==> src/rtl/fpu_op_sequencer.sv <==
// -----------------------------------------------------------------------------
// fpu_op_sequencer
//
// Initiator for the FPU start/done protocol. One command (opcode + two
// IEEE-754 operands) is accepted at a time. The operands are presented to the
// FPU and the FPU start line (the FPU's own reset input) is pulsed high for
// START_CYCLES cycles. The block then waits for a rising edge on fpu_done,
// captures fpu_result and offers it on the response channel. If no completion
// arrives within TIMEOUT_CYCLES cycles, a response with rsp_timeout=1 and a
// zero result is produced instead.
//
// Handshakes: a transfer happens on a rising Clk edge where valid and ready
// are both high. A producer holds valid and its payload stable until that
// edge. Neither ready is allowed to depend on the valid of the same channel.
//
// Ports
//   Clk, Reset           clock, asynchronous active-high reset
//   cmd_valid/cmd_ready  command handshake
//   cmd_op, cmd_a, cmd_b command payload (00 add, 01 sub, 10 mul, 11 div)
//   fpu_a, fpu_b, fpu_op operands/opcode driven to the FPU
//   fpu_start            FPU reset/start pulse
//   fpu_result, fpu_done FPU result and completion level
//   rsp_valid/rsp_ready  response handshake
//   rsp_result, rsp_op   captured result and its opcode
//   rsp_timeout          response was produced by the timeout
//   busy                 an operation is in flight (state != IDLE)
//   dbg_state            current FSM state encoding
// -----------------------------------------------------------------------------
module fpu_op_sequencer #(
  parameter int PRECISION      = 32,
  parameter int START_CYCLES   = 2,
  parameter int TIMEOUT_CYCLES = 64
) (
  input  logic                 Clk,
  input  logic                 Reset,
  input  logic                 cmd_valid,
  output logic                 cmd_ready,
  input  logic [1:0]           cmd_op,
  input  logic [PRECISION-1:0] cmd_a,
  input  logic [PRECISION-1:0] cmd_b,
  output logic [PRECISION-1:0] fpu_a,
  output logic [PRECISION-1:0] fpu_b,
  output logic [1:0]           fpu_op,
  output logic                 fpu_start,
  input  logic [PRECISION-1:0] fpu_result,
  input  logic                 fpu_done,
  output logic                 rsp_valid,
  input  logic                 rsp_ready,
  output logic [PRECISION-1:0] rsp_result,
  output logic [1:0]           rsp_op,
  output logic                 rsp_timeout,
  output logic                 busy,
  output logic [1:0]           dbg_state
);

  // One counter serves both the launch pulse and the wait timeout, so it is
  // sized for whichever limit is larger.
  localparam int CNT_MAX = (TIMEOUT_CYCLES > START_CYCLES) ? TIMEOUT_CYCLES : START_CYCLES;
  localparam int CNT_W   = $clog2(CNT_MAX + 1);

  localparam logic [CNT_W-1:0] LAUNCH_LAST = CNT_W'(START_CYCLES - 1);
  localparam logic [CNT_W-1:0] WAIT_LAST   = CNT_W'(TIMEOUT_CYCLES - 1);

  typedef enum logic [1:0] {
    S_IDLE   = 2'd0,
    S_LAUNCH = 2'd1,
    S_WAIT   = 2'd2,
    S_RESP   = 2'd3
  } state_t;

  state_t                 state_q, state_d;
  logic [CNT_W-1:0]       cnt_q, cnt_d;
  logic                   done_q, done_d;
  logic                   fpu_start_q, fpu_start_d;
  logic [PRECISION-1:0]   fpu_a_q, fpu_a_d;
  logic [PRECISION-1:0]   fpu_b_q, fpu_b_d;
  logic [1:0]             fpu_op_q, fpu_op_d;
  logic [PRECISION-1:0]   rsp_result_q, rsp_result_d;
  logic [1:0]             rsp_op_q, rsp_op_d;
  logic                   rsp_timeout_q, rsp_timeout_d;
  logic                   done_event;

  // Only a low-to-high transition of Done counts as completion; a level left
  // over from a previous operation must not complete the current one.
  assign done_event = fpu_done & ~done_q;

  always_comb begin
    state_d       = state_q;
    cnt_d         = cnt_q;
    done_d        = fpu_done;
    fpu_a_d       = fpu_a_q;
    fpu_b_d       = fpu_b_q;
    fpu_op_d      = fpu_op_q;
    rsp_result_d  = rsp_result_q;
    rsp_op_d      = rsp_op_q;
    rsp_timeout_d = rsp_timeout_q;

    case (state_q)
      S_IDLE: begin
        if (cmd_valid) begin
          fpu_a_d  = cmd_a;
          fpu_b_d  = cmd_b;
          fpu_op_d = cmd_op;
          cnt_d    = '0;
          state_d  = S_LAUNCH;
        end
      end

      S_LAUNCH: begin
        // Done activity here belongs to the FPU being reset and is ignored;
        // done_q still tracks it so the edge detector is primed for WAIT.
        if (cnt_q == LAUNCH_LAST) begin
          cnt_d   = '0;
          state_d = S_WAIT;
        end else begin
          cnt_d = cnt_q + CNT_W'(1);
        end
      end

      S_WAIT: begin
        cnt_d = cnt_q + CNT_W'(1);
        // Completion is tested first so that it wins over a same-cycle timeout.
        if (done_event) begin
          rsp_result_d  = fpu_result;
          rsp_op_d      = fpu_op_q;
          rsp_timeout_d = 1'b0;
          state_d       = S_RESP;
        end else if (cnt_q == WAIT_LAST) begin
          rsp_result_d  = '0;
          rsp_op_d      = fpu_op_q;
          rsp_timeout_d = 1'b1;
          state_d       = S_RESP;
        end
      end

      S_RESP: begin
        if (rsp_ready) begin
          state_d = S_IDLE;
        end
      end

      default: begin
        state_d = S_IDLE;
      end
    endcase

    // The start line is registered so it is glitch-free towards the FPU and
    // still drops immediately when Reset is asserted.
    fpu_start_d = (state_d == S_LAUNCH);
  end

  always_ff @(posedge Clk or posedge Reset) begin
    if (Reset) begin
      state_q       <= S_IDLE;
      cnt_q         <= '0;
      done_q        <= 1'b0;
      fpu_start_q   <= 1'b0;
      fpu_a_q       <= '0;
      fpu_b_q       <= '0;
      fpu_op_q      <= '0;
      rsp_result_q  <= '0;
      rsp_op_q      <= '0;
      rsp_timeout_q <= 1'b0;
    end else begin
      state_q       <= state_d;
      cnt_q         <= cnt_d;
      done_q        <= done_d;
      fpu_start_q   <= fpu_start_d;
      fpu_a_q       <= fpu_a_d;
      fpu_b_q       <= fpu_b_d;
      fpu_op_q      <= fpu_op_d;
      rsp_result_q  <= rsp_result_d;
      rsp_op_q      <= rsp_op_d;
      rsp_timeout_q <= rsp_timeout_d;
    end
  end

  assign cmd_ready   = (state_q == S_IDLE);
  assign rsp_valid   = (state_q == S_RESP);
  assign busy        = (state_q != S_IDLE);
  assign dbg_state   = state_q;
  assign fpu_start   = fpu_start_q;
  assign fpu_a       = fpu_a_q;
  assign fpu_b       = fpu_b_q;
  assign fpu_op      = fpu_op_q;
  assign rsp_result  = rsp_result_q;
  assign rsp_op      = rsp_op_q;
  assign rsp_timeout = rsp_timeout_q;

endmodule
==> config.mk <==
export PLATFORM = sky130hd
export DESIGN_NAME = fpu_op_sequencer
export DESIGN_NICKNAME = d
export VERILOG_FILES = /design/src/rtl/fpu_op_sequencer.sv
export SDC_FILE = /design/constraint.sdc
export NUM_CORES = 1
export LEC_CHECK = 0
export ABC_AREA = 1
export ABC_CLOCK_PERIOD_IN_PS = 4050
export BUFFER_PORTS_ARGS = -buffer_cell sky130_fd_sc_hd__buf_2
export CORE_UTILIZATION = 40
export DETAILED_ROUTE_END_ITERATION = 10
export PLACE_DENSITY_LB_ADDON = 0.05
export SYNTH_ARGS = -nofsm -noshare
export SYNTH_HDL_FRONTEND = slang
export SYNTH_SLANG_ARGS = --single-unit
export TNS_END_PERCENT = 20
==> constraint.sdc <==
create_clock -name Clk -period 4.05 [get_ports Clk]
set_input_delay 0.405 -clock Clk [delete_from_list [all_inputs] [get_ports Clk]]
set_output_delay 0.405 -clock Clk [all_outputs]
set_load 0.01 [all_outputs]
==> flow_summary.toml <==
[worst_setup_path]
criticalPathCategory = "reg -> reg"
crit_family = "compound AO/OA/AOI/OAI gates"
cp.arrival_ns = 2.78
crit_fanout = 35
crit_path_end_kind = "register"
critPathCapture = "rsp_timeout"
crit_start = "dbg_state[0]"
cp.required_ns = 4.29
rr_endpoint = "rsp_timeout"
reg2regPathDepth = 10
slowest_stage = "a21oi_4"
critPathBufInv = 4
r2r_start = "dbg_state[0]"
cpPeakStageDelay_ns = 0.80
cp_cell_sequence = "inv_1 -> ha_1 -> inv_2 -> nor2_1 -> nand2_1 -> inv_2 -> a21oi_4 -> inv_1 -> nor2_1 -> nor2_1"
cp.depth = 10
r2r_slack_ns = 1.51
cpMostUsedCell = "nor2_1"
start_kind = "register"

[power]
p_leak_nw = 3.021
power_density_nw_per_um2 = 758.0
total_power_mw = 4.370
peakVddDrop_mv = 0.3628

[timing]
max-slew-margin-rel_pct = 37.73
fmax_mhz = 393.5
skew_ns = 0.006911
worst_slack_ns = 1.509
finalMaxSlewViolations = 0
fin_crit_sh_pct = 62.75
min_period_ns = 2.541
setup_viol = 0
hold_viol = 0
grt_setup_unrepaired = "false"
worst_pin_slew_ns = 0.9319
tns_ns = 0

[clock_network]
cts_setup_buffers = 0
clockBufferDepth = 2
ctsResizeCount = 0
numCtsBuffers = 9
cts_root_buffer = "clkbuf_8"
clk_pin_slew_ns = 0.09
tritoncts = "yes"
cts_hold_buf = 0
clock_sink_count = 112
clkLatencyLatePin_ns = 0.37
htree_levels = 3

[floorplan]
initial_core_util_pct = 41.05
die_w_um = 107.2
die_h_um = 107.2
core.rowCount = 38
io_pins = 210
core-area_um2 = 10790
dieArea_um2 = 11500

[route]
post_drt_wl_per_cell_um = 14.70
vias_per_cell = 4.757
via_count = 3187
drtIter0Drc = 162
wl_um = 9852
first_pass_iters = 4
drc = 0
ant_nets = 0

[final_layout]
layout-drive-gt1-share_pct = 57.55
diodes = 0
nets = 635
area_growth_pct = 30.13
fillers = 966

[placed_design]
hpwl_um = 7068
place_worst_setup_slack_ns = 1.525
gp_congestion = 0.7626
portBuffers = 209

[global_routing]
grt_use_total_pct = 17.35
grt_max_degree = 77
antenna_found_initial = 0
grt_pass1_vias = 3057
grt_overflow = 0
grt_pass1_wl_um = 15190

[yosys]
ys_seq_area_share_pct = 63.26
synthDistinctLibCells = 24
synth_warnings = 0
ys_seq_elements = 112
syn-num-nets = 425
syn_area_per_cell_um2 = 14.07
synth_area_um2 = 4430
synthCells = 315

[run]
max_cap_violations = 0

[min_path]
hold_class = "in -> reg"

[outcome]
outcome = "complete, no violations"
[cells by family after synthesis]
| kind of cell | Yosys count | synth area share, % |
|---|---|---|
| flops | 112 | 63.26 |
| simple gates | 54 | 5.451 |
| mux | 66 | 16.77 |
| buf+inv | 33 | 4.208 |
| xor+xnor | 4 | 0.7909 |
| fa+ha+maj | 7 | 1.977 |
| compound gates | 39 | 7.540 |
[how the worst min path moves through the flow]
stage	start	cells after the start	end
2_1_floorplan	fpu_done	0	done_q
3_3_place_gp	rsp_op[0]	2	rsp_op[0]
3_5_place_dp	rsp_op[0]	2	rsp_op[0]
4_1_cts	fpu_done	1	done_q
5_1_grt	fpu_done	1	done_q
6_report	fpu_done	1	done_q
[placed cells by master, fill, tap and decap left out]
cell          n
buf_2       209
dfrtp_1     112
mux2_2       66
a22o_1       28
nand2_1      25
inv_1        17
nor2_1       13
clkbuf_8     12
nand3_1       7
ha_1          7
a21oi_1       4
nand4_1       4
a22o_2        4
xor2_1        3
inv_2         2
nand2_2       2
clkbuf_1      2
buf_4         2
nor3_4        1
nor2_2        1
a21oi_4       1
inv_4         1
a21boi_0      1
o21ai_0       1
or2_2         1
xnor2_1       1
clkinvlp_4    1
clkinv_2      1
buf_12        1
[power by group]
group | switching [mW] | total (mW) | leakage [nW] | internal (mW)
sequential | 0.257 | 1.90 | 1.36 | 1.64
clock | 0.355 | 0.630 | 0.0927 | 0.275
combinational | 0.907 | 1.84 | 1.57 | 0.936
[routing by layer]
metal | vias to the layer above | routed length [um] | global-route usage (%)
met2 | 132 | 4372 | 25.94
met5 | - | 0 | 0
li1 | 1510 | - | -
met1 | 1532 | 4414 | 22.61
met4 | 0 | 170 | 7.926
met3 | 13 | 894 | 6.018
[layout make-up]
| cell class | instances | area (um2) | share of cell area [%] |
|---|---|---|---|
| Timing Repair Buffer | 212 | 1081 | 18.75 |
| Clock inverter | 2 | 12.51 | 0.2170 |
| Multi-Input combinational cell | 170 | 1444 | 25.04 |
| Sequential cell | 112 | 2803 | 48.61 |
| Tap cell | 140 | 175.2 | 3.038 |
| Clock buffer | 14 | 172.7 | 2.995 |
| Inverter | 20 | 77.57 | 1.345 |
[worst register-to-register path: cells and delay by family (launching register included)]
kind | cells | cell delay, ns
compound gates | 1 | 0.80
buf+inv | 4 | 0.62
flops | 1 | 0.44
simple gates | 4 | 0.30
fa+ha+maj | 1 | 0.26
[Yosys cell counts (all sizes together)]
cell type	n	share of area (%)
dfrtp	112	63
mux2	66	17
a22o	32	6.4
nand2	27	2.3
inv	20	1.7
nor2	14	1.2
buf	13	2.5
ha	7	2.0
nand3	7	0.79
a21oi	5	0.82
nand4	4	0.56
xor2	3	0.59
a21boi	1	0.17
nor3	1	0.37
o21ai	1	0.11
or2	1	0.14
xnor2	1	0.20
[flip-flops by register name, summed over array words and instances, names as in the netlist]
name         count
cnt_q            7
dbg_state        2
done_q           1
fpu_a           32
fpu_b           32
fpu_op           2
fpu_start        1
rsp_op           2
rsp_result      32
rsp_timeout      1
[per-stage QoR]
| step | utilization, % | area (um2) | std cells | hold slack (ns) |
|---|---|---|---|---|
| 2_1_floorplan | - | 4431 | 315 | 0.4364 |
| 3_3_place_gp | 51.70 | 5580 | 654 | 0.4592 |
| 3_5_place_dp | 51.70 | 5580 | 654 | 0.4646 |
| 4_1_cts | 53.42 | 5766 | 670 | 0.1308 |
| 5_1_grt | 53.42 | 5766 | 670 | 0.1253 |
| 6_report | 53.42 | 5766 | 670 | 0.1550 |
(Power assumes the default switching activity.)
